**src/rtl/cgra_arb_pkg.sv**
```systemverilog
// Shared types and the round-robin search used by the CGRA output arbiter.
package cgra_arb_pkg;

  localparam int N_REQ = 4;
  localparam int IDX_W = 2;

  typedef enum logic {ST_IDLE, ST_LOCKED} arb_state_t;

  // First set bit of req starting at ptr and wrapping; returns ptr when req is empty.
  function automatic logic [IDX_W-1:0] rr_first(input logic [N_REQ-1:0] req,
                                                input logic [IDX_W-1:0] ptr);
    logic [IDX_W-1:0] idx;
    rr_first = ptr;
    for (int k = N_REQ - 1; k >= 0; k--) begin
      idx = ptr + IDX_W'(k);
      if (req[idx]) rr_first = idx;
    end
  endfunction

endpackage

```
**src/rtl/rr_pick4.sv**
```systemverilog
// Combinational 4-way rotating priority picker.
module rr_pick4
  import cgra_arb_pkg::*;
(
  input  logic [N_REQ-1:0] req,
  input  logic [IDX_W-1:0] ptr,
  output logic [IDX_W-1:0] grant,
  output logic             any
);

  assign grant = rr_first(req, ptr);
  assign any   = |req;

endmodule

```
**src/rtl/rr_mux_arbiter_4to1.sv**
```systemverilog
// Round-robin 4:1 arbiter with registered output beat and optional packet lock.
//   state     | meaning
//   ST_IDLE   | all valid requesters compete, rotating priority from ptr
//   ST_LOCKED | only owner may send until it delivers its last beat
module rr_mux_arbiter_4to1
  import cgra_arb_pkg::*;
#(
  parameter int WIDTH   = 32,
  parameter bit LOCK_EN = 1'b1
) (
  input  logic             CGRA_Clock,
  input  logic             CGRA_Reset_n,
  input  logic [3:0]       in_valid,
  input  logic [3:0]       in_last,
  input  logic [WIDTH-1:0] in_data0,
  input  logic [WIDTH-1:0] in_data1,
  input  logic [WIDTH-1:0] in_data2,
  input  logic [WIDTH-1:0] in_data3,
  output logic [3:0]       in_ready,
  output logic             out_valid,
  input  logic             out_ready,
  output logic [WIDTH-1:0] out_data,
  output logic             out_last,
  output logic [1:0]       out_src
);

  arb_state_t       state_q, state_d;
  logic [IDX_W-1:0] owner_q, owner_d;
  logic [IDX_W-1:0] ptr_q, ptr_d;
  logic             out_valid_q, out_valid_d;
  logic [WIDTH-1:0] out_data_q, out_data_d;
  logic             out_last_q, out_last_d;
  logic [IDX_W-1:0] out_src_q, out_src_d;

  logic [N_REQ-1:0] cand;
  logic [IDX_W-1:0] grant;
  logic             any;
  logic             can_load;
  logic             load;
  logic [WIDTH-1:0] sel_data;

  rr_pick4 u_pick (
    .req   (cand),
    .ptr   (ptr_q),
    .grant (grant),
    .any   (any)
  );

  always_comb begin
    cand = in_valid;
    if (state_q == ST_LOCKED) cand = in_valid & (N_REQ'(1) << owner_q);
  end

  always_comb begin
    sel_data = in_data0;
    case (grant)
      2'd1:    sel_data = in_data1;
      2'd2:    sel_data = in_data2;
      2'd3:    sel_data = in_data3;
      default: sel_data = in_data0;
    endcase
  end

  // cand is a subset of in_valid, so load alone marks a transfer.
  assign can_load = ~out_valid_q | out_ready;
  assign load     = CGRA_Reset_n & can_load & any;
  assign in_ready = load ? (N_REQ'(1) << grant) : '0;

  always_comb begin
    state_d     = state_q;
    owner_d     = owner_q;
    ptr_d       = ptr_q;
    out_valid_d = out_valid_q;
    out_data_d  = out_data_q;
    out_last_d  = out_last_q;
    out_src_d   = out_src_q;
    if (load) begin
      out_valid_d = 1'b1;
      out_data_d  = sel_data;
      out_last_d  = in_last[grant];
      out_src_d   = grant;
      if (state_q == ST_IDLE) begin
        if (LOCK_EN && !in_last[grant]) begin
          state_d = ST_LOCKED;
          owner_d = grant;
        end else begin
          ptr_d = grant + IDX_W'(1);
        end
      end else if (in_last[grant]) begin
        state_d = ST_IDLE;
        ptr_d   = grant + IDX_W'(1);
      end
    end else if (can_load) begin
      out_valid_d = 1'b0;
    end
  end

  always_ff @(posedge CGRA_Clock) begin
    if (!CGRA_Reset_n) begin
      state_q     <= ST_IDLE;
      owner_q     <= '0;
      ptr_q       <= '0;
      out_valid_q <= 1'b0;
      out_data_q  <= '0;
      out_last_q  <= 1'b0;
      out_src_q   <= '0;
    end else begin
      state_q     <= state_d;
      owner_q     <= owner_d;
      ptr_q       <= ptr_d;
      out_valid_q <= out_valid_d;
      out_data_q  <= out_data_d;
      out_last_q  <= out_last_d;
      out_src_q   <= out_src_d;
    end
  end

  assign out_valid = out_valid_q;
  assign out_data  = out_data_q;
  assign out_last  = out_last_q;
  assign out_src   = out_src_q;

endmodule

```
**config.mk**
```make
export PLATFORM = sky130hd
export DESIGN_NAME = rr_mux_arbiter_4to1
export DESIGN_NICKNAME = d
export VERILOG_FILES = /design/src/rtl/cgra_arb_pkg.sv /design/src/rtl/rr_pick4.sv /design/src/rtl/rr_mux_arbiter_4to1.sv
export SDC_FILE = /design/constraint.sdc
export NUM_CORES = 1
export LEC_CHECK = 0
export ABC_AREA = 1
export CORE_AREA = 2 2 100 102
export CTS_CLUSTER_DIAMETER = 30
export DETAILED_ROUTE_END_ITERATION = 12
export DIE_AREA = 0 0 102 104
export GPL_TIMING_DRIVEN = 0
export PLACE_DENSITY = 0.79
export SLEW_MARGIN = 10
export SYNTH_ARGS = -nofsm -noshare
export SYNTH_HDL_FRONTEND = slang
export SYNTH_SLANG_ARGS = --single-unit
```
**constraint.sdc**
```tcl
create_clock -name CGRA_Clock -period 2.6 [get_ports CGRA_Clock]
set_input_delay 0.52 -clock CGRA_Clock [delete_from_list [all_inputs] [get_ports CGRA_Clock]]
set_output_delay 0.52 -clock CGRA_Clock [all_outputs]
set_load 0.03 [all_outputs]
```
* Word level (Yosys, flattened, before mapping)
Index checks and enable logic that the tools add are counted.
** Storage, ports and cells
- Bits in registers :: 41
- Bits in latches :: 0
- Memory bits (writable) :: 0
- ROM bits :: 0
- Memories :: 0
** Operators by class
- Add/sub/neg operators :: 4
- Multiply operators :: 0
- Div/mod/pow operators :: 0
- Order comparisons :: 5
- Equal/unequal tests :: 3
- Shifts and indexed selects :: 2
- Mux-type cells :: 20
- Bitwise operators :: 7
- Reductions and logical operators :: 4
** Operator list (count)
- case mux 32 bit (3 select lines) :: 1
- < comparator 2 x 3 -> 1 bit, second input constant :: 5
- binary-select mux 1 bit (select 2 bit) :: 5
- 2-to-1 mux 1 bit :: 8
- 2-to-1 mux 2 bit :: 4
- 2-to-1 mux 4 bit :: 2
- << shifter 1 x 2 -> 4 bit, first input constant :: 2
- adder 2 x 1 -> 2 bit, second input constant :: 2
- adder 2 bit, second input constant :: 2
- bitwise AND 4 bit :: 1
- equality test 2 bit, second input constant :: 2
- OR reduction 4 bit :: 1
- inverter 1 bit :: 3
- AND reduction 3 bit :: 1
- bitwise AND 1 bit :: 2
- equality test 2 x 1 -> 1 bit, second input constant :: 1
- AND reduction 2 bit :: 1
- nonzero test 2 bit :: 1
- OR 1 bit :: 1

* Logic depth before layout (Yosys ltp)
- Word-level depth :: 13
- Depth in mapped cells :: 21
- Gate-level depth less buffers :: 19

* Modules after synthesis
From an unflattened synthesis, not the netlist that was laid out.
** Second synthesis, totals
- Cells, all modules :: 414
- Area total of the unflattened synthesis :: 2635.0 µm²
** Modules (own cells, without submodules)
- rr_mux_arbiter_4to1 :: instances 1, cells each 364, area each 2417.3 µm², sequential area each 820.8 µm²
- rr_pick4 :: instances 1, cells each 50, area each 217.7 µm², sequential area each 0.0 µm²

* Least setup slack after synthesis
Ideal clock, no wire load.
- Path kind :: register to output
- Start :: register ptr_q[0]
- End :: output in_ready[2]
- Data arrival time :: 2.425 ns
- Setup slack :: -0.345 ns
- Stages on the path, launching flop included :: 16
- Path buffers :: 3
- Cell sequence :: dfxtp_1 -> buf_4 -> xor2_2 -> inv_2 -> nand3_2 -> nand2_2 -> o21ai_2 -> nand2_1 -> nand2_2 -> nand2_2 -> inv_1 -> ha_1 -> clkbuf_1 -> clkbuf_1 -> inv_1 -> nor2_1
** On the way
- Cells in the longest elaborated chain, start to end :: 9
- Elaborated cells between the ends (all ways) :: 17
- Those cells by class :: add/sub (3); shift (1); mux (13)
** RTL lines
- from (decl) :: RTL line rr_mux_arbiter_4to1.sv:29 : logic [IDX_W-1:0] ptr_q, ptr_d;
- from (signal assigned) :: RTL line rr_mux_arbiter_4to1.sv:110 : ptr_q <= ptr_d;
- adder 2 bit :: RTL line cgra_arb_pkg.sv:15 : idx = ptr + IDX_W'(k);
- binary-select mux 1 bit (select 2 bit) :: RTL line cgra_arb_pkg.sv:16 : if (req[idx]) rr_first = idx;
- 2-to-1 mux 1 bit (implied by the code) :: RTL line cgra_arb_pkg.sv:16
- 2-to-1 mux 2 bit (3 in a row) :: RTL line cgra_arb_pkg.sv:16
- 2-to-1 mux 2 bit (*) :: RTL line cgra_arb_pkg.sv:16
- net grant[0] :: RTL line rr_mux_arbiter_4to1.sv:36 : logic [IDX_W-1:0] grant;
- << shifter 1 x 2 -> 4 bit (*) :: RTL line rr_mux_arbiter_4to1.sv:67 : assign in_ready = load ? (N_REQ'(1) << grant) : '0;
- 2-to-1 mux 4 bit (*) :: RTL line rr_mux_arbiter_4to1.sv:67
- to (decl) :: RTL line rr_mux_arbiter_4to1.sv:19 : output logic [3:0] in_ready,
Mark *: on every way through the listed nets, which the timed path passes. The rest lies on a longest branch. The select of a mux whose other input is x is not followed.

* Worst setup path in the final report
Same ends and word-level chain as after synthesis.

==> summary.txt <==
Final hold vios -> 0
Slowest stage cell, crit path -> dfxtp_2
Internal Pwr Total -> 3.56 mW
DRT antenna net count -> 0
Syn nets -> 530
Largest net degree at the start of global routing -> 12
Hold_buf cts -> 0
Hold crit path type -> flop to flop
Setup Skew -> 0.00604 ns
CP required -> 2.08 ns
Clock power share -> 0.057
Synth cell count leaders -> nand2_1, nand3_1, dfxtp_1, nor2_1
Switching part of the total -> 0.485
Netlist Area Pre-Place -> 2620 um^2
Sequential Power Share -> 0.146
Violated checks -> negative setup slack
Hold Slack -> 0.474 ns
RSZ-0062 raised after global routing -> yes
Endpoints failing setup -> 4
Worst slew margin -> 0.633
Max Clk Rate -> 363 MHz
#FFs+latches synth -> 41
Number of port buffers -> 178
Crit share post-route -> 1.06
Routed vias/inst -> 4.96
Pwr dens -> 1290 nW/um^2
# IOs -> 179
Post-synthesis sequential area ratio -> 0.313
Tightest Pin Transition -> 0.550 ns
Max Slew Vio Count -> 0
Num Clock Sinks -> 41
Clk Latency, worst-skew pair -> 0.29 ns
Die ar. -> 10600 um^2
Count leader, synth -> nand2_1
P_leak -> 2.15 nW
DIE HEIGHT -> 104 um
Post-synth EDFFs -> 0
Htree depth -> 2
Synth Flop Type -> dfxtp_1
Root Buffer -> clkbuf_8
Final min period -> 2.76 ns
Proportion of netlist area held by the largest area contributor -> 0.313
Critical path data arrival time -> 2.24 ns
Status -> finished with violations
CTS Buf Count -> 5
CTS tree -> built
Number of global-route vias before repair -> 3642
Synth Warn # -> 0
Core Area -> 9550 um^2
Largest cells by area after synthesis -> dfxtp_1, nand2_1, nand3_1
Setup TNS -> -0.514 ns
Syn_area_per_cell -> 6.80 um^2
ANT cells -> 0
Crit. End Element -> primary output
Crit-path max FO -> 6
Initial antenna violation count -> 0
Wire per inst -> 15.9 um
Drt total wl -> 11.5 mm
Synth Instances -> 386
Total track usage -> 0.205
Post-synthesis cell type count -> 31
Cell taking the most area after synthesis -> dfxtp_1
Cell area after placement -> 4600 um^2
Global-route wire length before repair -> 17.2 mm
Max-cap violations -> 0
Peak per-stage delay on the critical path -> 0.33 ns
Setup ws final -> -0.157 ns
Final Power -> 6.91 mW
Final Cell Area -> 5370 um^2
Clock Tree Buf Depth -> 2
Critical Path Start Type -> flop
Clock slew at reported path FFs -> 0.07 ns
DRT Pass-1 Iters -> 5
Routability Congestion -> 0.841
Via count -> 3592
DIE WIDTH -> 102 um
Residual DRC count -> 0
Post-layout net count -> 736
Proportion of layout cells with a drive suffix above 1 -> 0.235
Initial Util -> 0.275
Critical Path, Cell by Cell -> buf_8 -> xor2_4 -> inv_2 -> nand3_2 -> nand2_4 -> nand2_2 -> nand3_2 -> a21oi_4 -> buf_12 -> buf_6 -> ha_4 -> clkbuf_16 -> inv_4 -> nor2_4 -> buf_6
Area growth syn-to-layout -> 105%
Combinational share of power -> 0.797
Grt total ovfl -> 0
Post-synth ARST share -> 0
Detailed Place HPWL -> 8.60 mm
Initial DRC count -> 100
Kind of critical path -> flop to primary output
# rows -> 36
Peak VDD IR -> 527 uV
NetSw -> 3.35 mW
==> final timing paths <==
kind | slack, ns | startpoint | end | cells after the start
min reg2reg | 0.47 | out_last | out_last | 2
max reg2reg | 0.08 | ptr_q[0] | out_data[19] | 16
max | -0.16 | ptr_q[0] | in_ready[2] | 15
min | 0.47 | out_last | out_last | 2
==> metrics by stage <==
step,worst slack (ns),util,instances
global placement,-1.55,0.482,697
finish,-0.157,0.563,724
global route,-0.263,0.563,724
detailed placement,-1.59,0.482,697
CTS,-0.114,0.533,718
floorplan,-0.0475,-,386
==> cell families (layout without fill, tap and decap cells) <==
group | after synthesis | in the layout | synth area share
buffers and inverters | 52 | 257 | 0.0806
DFF | 41 | 41 | 0.313
adders and majority gates | 5 | 5 | 0.0238
and+or+nand+nor | 202 | 202 | 0.339
AOI/OAI and AO/OA | 85 | 85 | 0.238
xor gates and xnor gates | 1 | 1 | 0.00620
==> state kept, by name (all words and copies together), names as in the netlist <==
name / flops
out_data: 32
ptr_q: 2
out_last: 1
state_q: 1
out_valid: 1
owner_q: 2
out_src: 2
==> worst max-delay path, delay by kind of cell, from the launching register on <==
kind / cells / cell delay, ns
simple gates: 5 / 0.38
xor+xnor: 1 / 0.20
flops: 1 / 0.33
compound gates: 1 / 0.15
fa+ha+maj: 1 / 0.14
buf+inv: 7 / 0.76
==> placed cells by master (no fill, tap or decap), types with 2 or more instances in the layout <==
cell and instances:
a211oi_1 8, a21oi_1 12, a221oi_1 4, a221oi_2 20, buf_1 2, buf_12 3
buf_2 4, buf_4 25, buf_6 7, buf_8 4, clkbuf_1 4, clkbuf_16 3
clkbuf_4 3, clkbuf_8 6, clkdlybuf4s50_1 170, clkinv_2 2, clkinv_8 2, dfxtp_1 36
dfxtp_2 4, dlygate4sd2_1 4, ha_4 5, inv_1 8, inv_2 4, inv_4 3
inv_6 2, nand2_1 87, nand2_2 14, nand2_4 2, nand3_1 41, nand3_2 12
nand4_1 2, nor2_1 36, nor2_2 2, nor2_4 4, o21ai_0 7, o21ai_1 4
o31ai_1 24
==> per-layer routing <==
| layer | GRT usage | share of wire | wire (um) | up-vias |
|---|---|---|---|---|
| met2 | 0.390 | 0.53 | 6080 | 142 |
| met1 | 0.229 | 0.38 | 4350 | 1677 |
| li1 | - | - | - | 1752 |
| met3 | 0.0430 | 0.072 | 824 | 21 |
| met5 | 0 | 0 | 0 | - |
| met4 | 0.0457 | 0.022 | 255 | 0 |
==> power groups by stage <==
stage               sequential [mW]  combinational [mW]  clock [mW]
detailed placement             1.01                4.04           0
CTS                            1.01                4.83       0.406
floorplan                      1.38                2.29           0
global placement              0.995                3.97           0
global route                   1.04                5.98       0.429
finish                         1.01                5.51       0.395
==> layout make-up <==
cell class              count  area (um^2)
clock inverters             1         5.00
fillers                   905         4180
well taps                 133          166
multi-input cells         293         1900
repair buffers            203         2000
plain buffers              28          284
clock buffers               5         68.8
flip-flops and latches     41          830
inverters                  20          119
==> timing repair <==
action / in CTS / in global routing
buffers inserted: 19 / 6
setup endpoints to repair: 36 / 36
gates resized for setup: 112 / 63
pin swaps: 15 / 14
(Power assumes the default switching activity.)
